File: src/rtl/boton_sensor_ar.sv
// Debounce filter: MODE=0 one-shot button pulse, MODE=1 symmetric sensor level filter.
// Define BOTON_SENSOR_AR_SYNC_EN to put a 2-flop synchronizer in front of the filter.
module boton_sensor_ar #(
    parameter int   N       = 10000,
    parameter int   MODE    = 0,
    parameter logic RST_VAL = 1'b0
) (
    input  logic clk,
    input  logic reset_tmp,
    input  logic din,
    output logic dout
);

    // Widened before the +1 so N = 2^31-1 does not overflow the int.
    localparam int              CW       = $clog2(64'(N) + 64'd1);
    localparam logic [CW-1:0]   CNT_LAST = CW'(N - 1);
    localparam logic            INIT     = (MODE == 1) ? RST_VAL : 1'b0;

    logic s;

`ifdef BOTON_SENSOR_AR_SYNC_EN
    logic [1:0] sync_pipe = {2{INIT}};

    always_ff @(posedge clk or negedge reset_tmp) begin
        if (!reset_tmp) sync_pipe <= {2{INIT}};
        else            sync_pipe <= {sync_pipe[0], din};
    end

    assign s = sync_pipe[1];
`else
    assign s = din;
`endif

    // Declaration initializers give a defined state when reset_tmp is tied high.
    logic [CW-1:0] cnt    = '0;
    logic          dout_q = INIT;
    logic          armed  = 1'b1;

    logic [CW-1:0] cnt_nxt;
    logic          dout_nxt;
    logic          armed_nxt;
    logic          cnt_hit;

    // cnt clears on the hit, so it never goes past N-1 and cannot wrap.
    assign cnt_hit = (cnt >= CNT_LAST);

    always_comb begin
        cnt_nxt   = '0;
        dout_nxt  = dout_q;
        armed_nxt = armed;
        if (MODE == 0) begin
            dout_nxt = 1'b0;
            if (!s) begin
                armed_nxt = 1'b1;
            end else if (armed) begin
                if (cnt_hit) begin
                    dout_nxt  = 1'b1;
                    armed_nxt = 1'b0;
                end else begin
                    cnt_nxt = cnt + 1'b1;
                end
            end
        end else begin
            if (s != dout_q) begin
                if (cnt_hit) dout_nxt = s;
                else         cnt_nxt  = cnt + 1'b1;
            end
        end
    end

    always_ff @(posedge clk or negedge reset_tmp) begin
        if (!reset_tmp) begin
            cnt    <= '0;
            dout_q <= INIT;
            armed  <= 1'b1;
        end else begin
            cnt    <= cnt_nxt;
            dout_q <= dout_nxt;
            armed  <= armed_nxt;
        end
    end

    assign dout = dout_q;

endmodule

File: config.mk
export PLATFORM = sky130hd
export DESIGN_NAME = boton_sensor_ar
export DESIGN_NICKNAME = d
export VERILOG_FILES = /design/src/rtl/boton_sensor_ar.sv
export SDC_FILE = /design/constraint.sdc
export NUM_CORES = 1
export LEC_CHECK = 0
export BUFFER_PORTS_ARGS = -buffer_cell sky130_fd_sc_hd__buf_2
export CAP_MARGIN = 25
export CORE_ASPECT_RATIO = 0.7
export CORE_UTILIZATION = 40
export DETAILED_ROUTE_END_ITERATION = 7
export PLACE_DENSITY = 0.61
export REMOVE_ABC_BUFFERS = 1
export SKIP_LAST_GASP = 1
export SYNTH_ARGS = -nofsm -noshare
export SYNTH_HDL_FRONTEND = slang
export SYNTH_SLANG_ARGS = --single-unit
File: constraint.sdc
create_clock -name clk -period 3 [get_ports clk]
set_input_delay 0.15 -clock clk [delete_from_list [all_inputs] [get_ports clk]]
set_output_delay 0.15 -clock clk [all_outputs]
set_load 0.005 [all_outputs]
==> flow_summary.json, run 1 <==
{
  "outcome": "complete, no violations",
  "hold_class": "primary input to flip-flop",
  "ys_async_sr_fraction_pct": 100,
  "final_cell_count_no_fill": 104,
  "die_y_um": 38.8,
  "coreArea_um2": 1700,
  "grt_start_max_net_pins": 17,
  "vias": 510,
  "setup_viol": 0,
  "cap_violations": 0,
  "holdCritStartpoint": "din",
  "tns_ns": 0,
  "nets": 88,
  "postCtsSetupBuffers": 0,
  "diodes": 0,
  "clk_pin_slew_ns": 0.09,
  "hold_depth": 2,
  "start_util_pct": 45.7,
  "placed_cells": 99,
  "area_delta_synth_final_pct": 9.84,
  "cts_htree_levels": 1,
  "clock.fmax_mhz": 613,
  "synth_top_area_cell": "dfrtp_1",
  "p_sw_mw": 0.123,
  "synth.most_common_cell": "nor2_1",
  "min_to": "armed",
  "cts_tree": "yes",
  "io_buffers": 3,
  "vdd_drop_max_v": 0.000311,
  "p_per_area_nw_per_um2": 535,
  "reg2reg_depth": 5,
  "switching_share_pct": 27.1,
  "yosysSeqAreaShare_pct": 51.8,
  "pre_cts_slack_ns": 1.37,
  "worstMarginPinSlew_ns": 0.445,
  "relSlewSlack_pct": 70.2,
  "crit-reg2reg-launch": "cnt[0]",
  "grt_pass1_vias": 501,
  "synth_warnings": 0,
  "vias_per_cell": 4.90,
  "ioPinCount": 4,
  "clock_latency_ns": 0.28,
  "rows": 12,
  "cts_buffer_depth": 2,
  "worstPathArrival_ns": 1.79,
  "ys_top_cells_by_area": "dfrtp_1 (48%), xnor2_1 (10%), nor2_1 (9.2%)",
  "drt_wl_total_um": 1240,
  "track_usage_pct": 15.5,
  "numCtsBuffers": 3,
  "startpoint_type": "flip-flop",
  "dieArea_um2": 2120,
  "regToRegEndpoint": "cnt[12]",
  "drive_gt1_share_pct": 15.7,
  "cts_sinks": 16,
  "dieWidth_um": 54.6,
  "antenna_found_initial": 0,
  "period_minus_slack_ns": 1.63,
  "criticalPathCategory": "flip-flop to flip-flop",
  "globalplace.congestion": 0.763,
  "synth.distinct_cells": 20,
  "synth_edf_count": 0,
  "crit_fanout": 14,
  "antenna_left": 0,
  "grt.overflow.total": 0,
  "grt_pass1_wl_um": 2170,
  "ys.flop_type": "dfrtp_1",
  "first_pass_iters": 4,
  "drc": 0,
  "syn_inst": 76,
  "grt_setup_unrepaired": "false",
  "report.final.slew_viol_count": 0,
  "seq_power_share_pct": 57.6,
  "post-route-period-util_pct": 54.3,
  "p_leak_nw": 0.352,
  "cp-end-kind": "flip-flop",
  "p_int_mw": 0.332,
  "avgSynthCellArea_um2": 10.2,
  "clockRootBuffer": "clkbuf_4",
  "synth_top_area_share_pct": 48.4,
  "dp_hpwl_um": 913,
  "nFillCells": 151,
  "fin_ws_ns": 1.37,
  "fin_skew_ns": 0.00303,
  "synthesis.area_um2": 776,
  "required_ns": 3.16,
  "synth_common_cells": "nor2_1 (19), dfrtp_1 (15), xnor2_1 (9)",
  "synth-seq-cells": 16,
  "drtIter0Drc": 14,
  "pwr-share-comb_pct": 11.6,
  "timing.final.hold_violations": 0,
  "p_clk_share_pct": 30.9,
  "r2r_slack_ns": 1.37,
  "wire_per_inst_um": 11.9
}
[metrics by stage]
| stage | cell area [µm²] | power (mW) | hold slack (ns) | utilization (%) |
|---|---|---|---|---|
| 2_1_floorplan | 764 | 0.301 | -0.146 | - |
| 3_3_place_gp | 806 | 0.320 | 0.0783 | 47.5 |
| 3_5_place_dp | 806 | 0.319 | 0.0802 | 47.5 |
| 4_1_cts | 852 | 0.462 | 0.0750 | 50.2 |
| 5_1_grt | 852 | 0.484 | 0.0801 | 50.2 |
| 6_report | 852 | 0.456 | 0.0765 | 50.2 |
[timing repair]
item,in CTS,in global routing
hold buffers,1,0
gates resized for setup,0,0
endpoints found under the hold margin,15,0
[cell type report]
class	instances	area, µm²	share of cell area, %
inverters	4	15.0	1.76
repair buffers	4	25.0	2.94
multi-input cells	55	348	40.8
flip-flops and latches	16	402	47.1
clock buffers	4	36.3	4.26
well taps	21	26.3	3.08
[cells by family after synthesis]
logic type,count (synthesis),synth area share [%]
AND/OR/NAND/NOR,38,23.9
flip-flops,16,51.8
XOR/XNOR,11,12.4
AO/OA/AOI/OAI,5,6.94
buffers and inverters,5,3.39
adder cells (fa/ha/maj),1,1.61
[layout by cell type, fill, tap and decap left out, drive strengths merged]
| cell type | synthesis | layout |
|---|---|---|
| a21boi | 1 | 1 |
| a21o | 1 | 1 |
| a21oi | 1 | 1 |
| a41oi | 1 | 1 |
| buf | 1 | 3 |
| clkbuf | 0 | 4 |
| dfrtp | 15 | 15 |
| dfstp | 1 | 1 |
| dlygate4sd3 | 0 | 1 |
| ha | 1 | 1 |
| inv | 4 | 4 |
| nand2 | 4 | 4 |
| nand3 | 5 | 5 |
| nand4 | 2 | 2 |
| nor2 | 19 | 19 |
| nor2b | 1 | 1 |
| nor3 | 3 | 3 |
| nor4 | 4 | 4 |
| o21ai | 1 | 1 |
| xnor2 | 9 | 9 |
| xor2 | 2 | 2 |
[power groups by stage]
stage          clock network (mW)  registers, mW  logic [mW]
6_report                    0.141          0.262      0.0527
2_1_floorplan                   0          0.261      0.0401
3_3_place_gp                    0          0.267      0.0529
4_1_cts                     0.146          0.262      0.0537
3_5_place_dp                    0          0.266      0.0527
5_1_grt                     0.156          0.265      0.0628
[worst max-delay path by stage]
stage                      start      end  cells after the start
final                     cnt[0]  cnt[12]                      5
after global routing      cnt[0]  cnt[10]                      5
after CTS                 cnt[0]  cnt[11]                      5
after detailed placement  cnt[0]  cnt[11]                      5
after global placement    cnt[0]  cnt[12]                      5
after floorplan           cnt[0]  cnt[10]                      5
[metal layers]
| layer | routed length, µm | GRT usage, % |
|---|---|---|
| met3 | 53 | 8.24 |
| met4 | 8 | 3.85 |
| met1 | 687 | 20.5 |
| met2 | 488 | 21.7 |
| met5 | 0 | 0 |
[worst max-delay path: stages (launching register included)]
cell and delay (ns):
dfrtp_1 0.40, ha_1 0.23, nand3_2 0.10, a21o_2 0.23
a41oi_4 0.43, nor2_1 0.11
[registers in the layout, summed over array words and instances (netlist names)]
| name | cells |
|---|---|
| dout | 1 |
| cnt | 14 |
| armed | 1 |
No activity file was read; power rests on OpenSTA's default activity.
==> run 2, diff against run 1 <==
ABC_AREA = 1   (was unset)
clock period = 1.7 ns   (was 3 ns; I/O delays follow)
==> run 2 against run 1 <==
- the flow now finishes with violations (design-rule violations)
- sequential power grew 50%
- setup slack got worse by 1.2 ns
- global-route usage up 0.18 points
- critical endpoint is now cnt[9]
- largest power group unchanged
==> flow_summary.json, run 2 <==
{
  "outcome": "finished with violations",
  "violations": "design-rule violations",
  "synth_warnings": 0,
  "start_util_pct": 44.0,
  "hold_class": "primary input to async pin",
  "cp-end-kind": "flip-flop",
  "drtIter0Drc": 21,
  "timing.final.hold_violations": 0,
  "synth_top_area_cell": "dfrtp_1",
  "cts_htree_levels": 1,
  "period_minus_slack_ns": 1.54,
  "grt_pass1_vias": 522,
  "crit_fanout": 5,
  "synth_common_cells": "nand2_1 (27), nor2_1 (19), dfrtp_1 (15), inv_1 (9)",
  "track_usage_pct": 15.7,
  "clock_latency_ns": 0.29,
  "startpoint": "cnt[0]",
  "p_leak_nw": 0.428,
  "setup_viol": 0,
  "drive_gt1_share_pct": 18.0,
  "top_register": "cnt",
  "slowest_delay_ns": 0.42,
  "coreArea_um2": 1920,
  "yosysSeqAreaShare_pct": 47.6,
  "crit_path_top_delay_cell": "dfrtp_1",
  "synth_edf_count": 0,
  "ys_async_sr_fraction_pct": 100,
  "grt_pass1_wl_um": 2510,
  "p_per_area_nw_per_um2": 677,
  "criticalPathCategory": "flip-flop to flip-flop",
  "grt_setup_unrepaired": "false",
  "numCtsBuffers": 3,
  "cts_sinks": 16,
  "grt.overflow.total": 0,
  "startpoint_type": "flip-flop",
  "dp_hpwl_um": 1140,
  "syn_inst": 101,
  "cts_buffer_depth": 2,
  "grt_start_max_net_pins": 17,
  "nets": 116,
  "dieArea_um2": 2300,
  "ys.flop_type": "dfrtp_1",
  "dieWidth_um": 56.9,
  "globalplace.congestion": 0.871,
  "die_y_um": 40.4,
  "largest_reg_flops": 14,
  "clock.fmax_mhz": 647,
  "diodes": 0,
  "cts_tree": "yes",
  "antenna_left": 0,
  "rows": 13,
  "relSlewSlack_pct": 76.3,
  "layout_commonest_cell": "nand2_1",
  "report.final.slew_viol_count": 0,
  "reg2reg_depth": 7,
  "ys_top_cells_by_area": "dfrtp_1 (44%), nand2_1 (12%), nor2_1 (8.4%)",
  "clockRootBuffer": "clkbuf_4",
  "tns_ns": 0,
  "io_buffers": 3,
  "worstMarginPinSlew_ns": 0.356,
  "fin_skew_ns": 0.00886,
  "critical_path.cell_chain": "ha_1 -> nand3_1 -> nand2_1 -> o21ai_2 -> nand3_2 -> buf_4 -> a21oi_1",
  "antenna_found_initial": 0,
  "synth-seq-cells": 16,
  "cap_violations": 0,
  "post_dp_cell_area_um2": 891,
  "vdd_drop_max_v": 0.000300,
  "area_delta_synth_final_pct": 11.0,
  "first_pass_iters": 6,
  "stdcell_area_um2": 937,
  "drt_wl_total_um": 1530,
  "avgSynthCellArea_um2": 8.36,
  "synth.most_common_cell": "nand2_1",
  "crit-reg2reg-launch": "cnt[0]",
  "worstPathArrival_ns": 1.75,
  "vias": 620,
  "required_ns": 1.90,
  "clk_pin_slew_ns": 0.09,
  "post-route-period-util_pct": 90.9,
  "synth_top_area_share_pct": 44.4,
  "synthesis.area_um2": 845,
  "ioPinCount": 4,
  "wire_per_inst_um": 11.5,
  "nFillCells": 192,
  "drc": 2,
  "vias_per_cell": 4.66,
  "synth.distinct_cells": 25,
  "final_cell_mix": "nand2_1 (27), nor2_1 (19), dfrtp_1 (15), inv_1 (9)",
  "multiInputGateArea_um2": 394,
  "ff_latch_area_um2": 402
}
run 2: cell types whose count changed in the layout (fill, tap and decap cells not counted), moves of 3 or more:
cell / change
xnor2_1: -7
nor2_2: +3
nor4_1: -4
o21bai_1: +3
nand2_1: +23
inv_1: +5
run 2: path summary, 6_finish.rpt:
kind | endpoint | slack, ns
setup reg to reg | cnt[9] | 0.16
hold reg to reg | armed | 0.47
min in group clk | armed | 0.47
hold / removal | cnt[2] | 0.23
setup / recovery | cnt[9] | 0.16
max in group asynchronous | armed | 1.16
run 2: through the flow:
stage          total power, mW  hold WS [ns]  cells  setup WS (ns)  util, %
2_1_floorplan            0.417        -0.211    100          0.262        -
3_3_place_gp             0.434        0.0148    127          0.255     46.4
3_5_place_dp             0.435        0.0176    127          0.184     46.4
4_1_cts                  0.647         0.235    133          0.161     48.8
5_1_grt                  0.666         0.246    133        0.00439     48.8
6_report                 0.635         0.230    133          0.155     48.8
run 2: where the power goes:
part	internal [mW]	switching, mW
logic	0.0153	0.0226
registers	0.386	0.00561
clock network	0.0911	0.114
total	0.492	0.142
run 2: cell families after synthesis:
| logic type | count (synthesis) | synth area share (%) |
|---|---|---|
| simple gates | 61 | 34.4 |
| fa+ha+maj | 1 | 1.48 |
| xor+xnor | 5 | 5.19 |
| compound gates | 7 | 5.63 |
| buf+inv | 11 | 5.78 |
| flops | 16 | 47.6 |
run 2: critical path, delay by kind of cell, from the launching register on:
| family | cells | cell delay, ns |
|---|---|---|
| AO/OA/AOI/OAI | 2 | 0.26 |
| adder cells (fa/ha/maj) | 1 | 0.27 |
| flip-flops | 1 | 0.42 |
| AND/OR/NAND/NOR | 3 | 0.33 |
| buffers and inverters | 1 | 0.18 |
run 2: timing repair:
action | in CTS | in global routing
resized for setup | 0 | 0
hold endpoints to repair | 17 | 0
setup buffers | 0 | 0
hold buffers | 2 | 0
run 2: layer usage:
metal	vias to the layer above	track usage, %	wire length [µm]
li1	333	-	-
met1	280	23.3	878
met2	5	20.9	593
met3	2	6.77	48
met4	0	1.83	8
met5	-	0	0
run 2: area by class of cell:
cell class,instances,area share [%]
multi-input combinational,74,42.1
timing repair buffer,7,5.34
sequential,16,42.9
clock buffer,4,2.80
inverter,10,4.01
tap,22,2.94
==> run 3, diff against run 2 <==
CORE_MARGIN = 10   (was unset)
==> run 3 against run 2 <==
- the run now ends clean
- sequential power is essentially flat
- setup slack gained 0.0088 ns
- first-iteration DRC count grew 120%
- non-clock buffer count is the same
- design area grew 1.1%
- power grew 8.5%
- cell count is the same
- sequential share of layout area shrank 0.45 points
- utilization grew 0.11 points
- register-to-register slack is essentially flat
- critical path type unchanged
- largest cell class unchanged
==> flow_summary.json, run 3 (synthesized netlist as in run 2, its figures left out) <==
{
  "outcome": "complete, no violations",
  "cp-end-kind": "flip-flop",
  "fin_skew_ns": 0.00611,
  "antenna_left": 0,
  "diodes": 0,
  "holdBufCountCts": 2,
  "report.final.slew_viol_count": 0,
  "cts_buffer_depth": 2,
  "p_per_area_nw_per_um2": 727,
  "ioPinCount": 4,
  "first_pass_iters": 4,
  "postCtsSetupBuffers": 0,
  "vdd_drop_max_v": 0.000268,
  "dieWidth_um": 74.9,
  "clk_pin_slew_ns": 0.10,
  "tns_ns": 0,
  "placed_cells": 127,
  "met1_length_um": 824,
  "coreArea_um2": 1940,
  "clock.fmax_mhz": 651,
  "largest_reg_flops": 14,
  "worstMarginPinSlew_ns": 0.357,
  "rows": 13,
  "post-route-period-util_pct": 90.3,
  "cp_top_family": "simple AND/OR/NAND/NOR gates",
  "cts_tree": "yes",
  "grt_pass1_vias": 607,
  "criticalPathCategory": "flip-flop to flip-flop",
  "clockRootBuffer": "clkbuf_4",
  "clock_latency_ns": 0.30,
  "crit_path_top_delay_cell": "dfrtp_1",
  "relSlewSlack_pct": 76.2,
  "cap_violations": 0,
  "io_buffers": 3,
  "cts_sinks": 16,
  "path_buf_inv": 1,
  "required_ns": 1.93,
  "drtIter0Drc": 46,
  "numCtsBuffers": 3,
  "top_register": "cnt",
  "drive_gt1_share_pct": 18.9,
  "slowest_delay_ns": 0.42,
  "critical_path.cell_chain": "ha_1 -> nand3_1 -> nand2_1 -> o21ai_2 -> nand3_2 -> buf_4 -> nor2_2",
  "globalplace.congestion": 0.846,
  "vias": 660,
  "worstPathArrival_ns": 1.77,
  "wire_per_inst_um": 12.0,
  "dr_wl_met2_um": 676,
  "cts_htree_levels": 1,
  "start_util_pct": 43.6,
  "hold_class": "primary input to async pin",
  "track_usage_pct": 8.20,
  "layout_commonest_cell": "nand2_1",
  "nets": 116,
  "p_leak_nw": 0.434,
  "timing.final.hold_violations": 0,
  "dr_wl_met3_um": 76,
  "grt_setup_unrepaired": "false",
  "die_y_um": 58.4,
  "drt_wl_total_um": 1590,
  "crit_fanout": 6,
  "setup_viol": 0,
  "vias_per_cell": 4.96,
  "drc": 0,
  "final_cell_count_no_fill": 133,
  "final_cell_mix": "nand2_1 (27), nor2_1 (19), dfrtp_1 (15), inv_1 (9)",
  "grt_start_max_net_pins": 17,
  "ctsResizeCount": 0,
  "top_layer_used": "met4",
  "dp_hpwl_um": 1240,
  "dieArea_um2": 4380,
  "power_mw": 0.688,
  "area_delta_synth_final_pct": 12.1,
  "period_minus_slack_ns": 1.54,
  "grt_pass1_wl_um": 2730,
  "grt.overflow.total": 0,
  "antenna_found_initial": 0,
  "startpoint_type": "flip-flop"
}
run 3: final cells by class:
type / count / area (µm²)
multi-input cells: 74 / 394
well taps: 22 / 27.5
fillers: 188 / 988
clock buffers: 4 / 36.3
flip-flops and latches: 16 / 402
inverters: 10 / 37.5
repair buffers: 7 / 50.0
run 3: final timing paths:
kind	start	to	slack, ns	cells after the start
max in group asynchronous	reset_tmp	armed	1.18	2
min in group clk	din	armed	0.44	3
min reg2reg	armed	armed	0.47	2
max	cnt[0]	cnt[12]	0.16	7
max reg2reg	cnt[0]	cnt[12]	0.16	7
min	reset_tmp	cnt[6]	0.22	2
run 3: per-layer routing:
layer  vias to the layer above  track usage [%]
met5                         -                0
met4                         0             2.42
met3                         3             4.19
met2                         9             11.7
met1                       314             10.4
li1                        334                -
run 3: stage by stage:
step	util [%]	worst slack [ns]	hold slack [ns]	instance area [µm²]
floorplan	-	0.262	-0.211	833
finish	48.9	0.164	0.217	947
global placement	46.0	0.253	0.0165	891
detailed placement	46.0	0.181	0.0197	891
CTS	48.9	0.168	0.227	947
global route	48.9	0.0375	0.258	947
run 3: power breakdown:
group,total [mW],internal [mW],switching (mW)
sequential,0.392,0.386,0.00555
clock,0.259,0.131,0.128
combinational,0.0380,0.0152,0.0228
total,0.688,0.532,0.156
run 3: worst reg2reg max path: stages (launching register included):
cell and delay [ns]:
dfrtp_1 0.42, ha_1 0.26, nand3_1 0.11, nand2_1 0.09
o21ai_2 0.14, nand3_2 0.15, buf_4 0.20, nor2_2 0.10
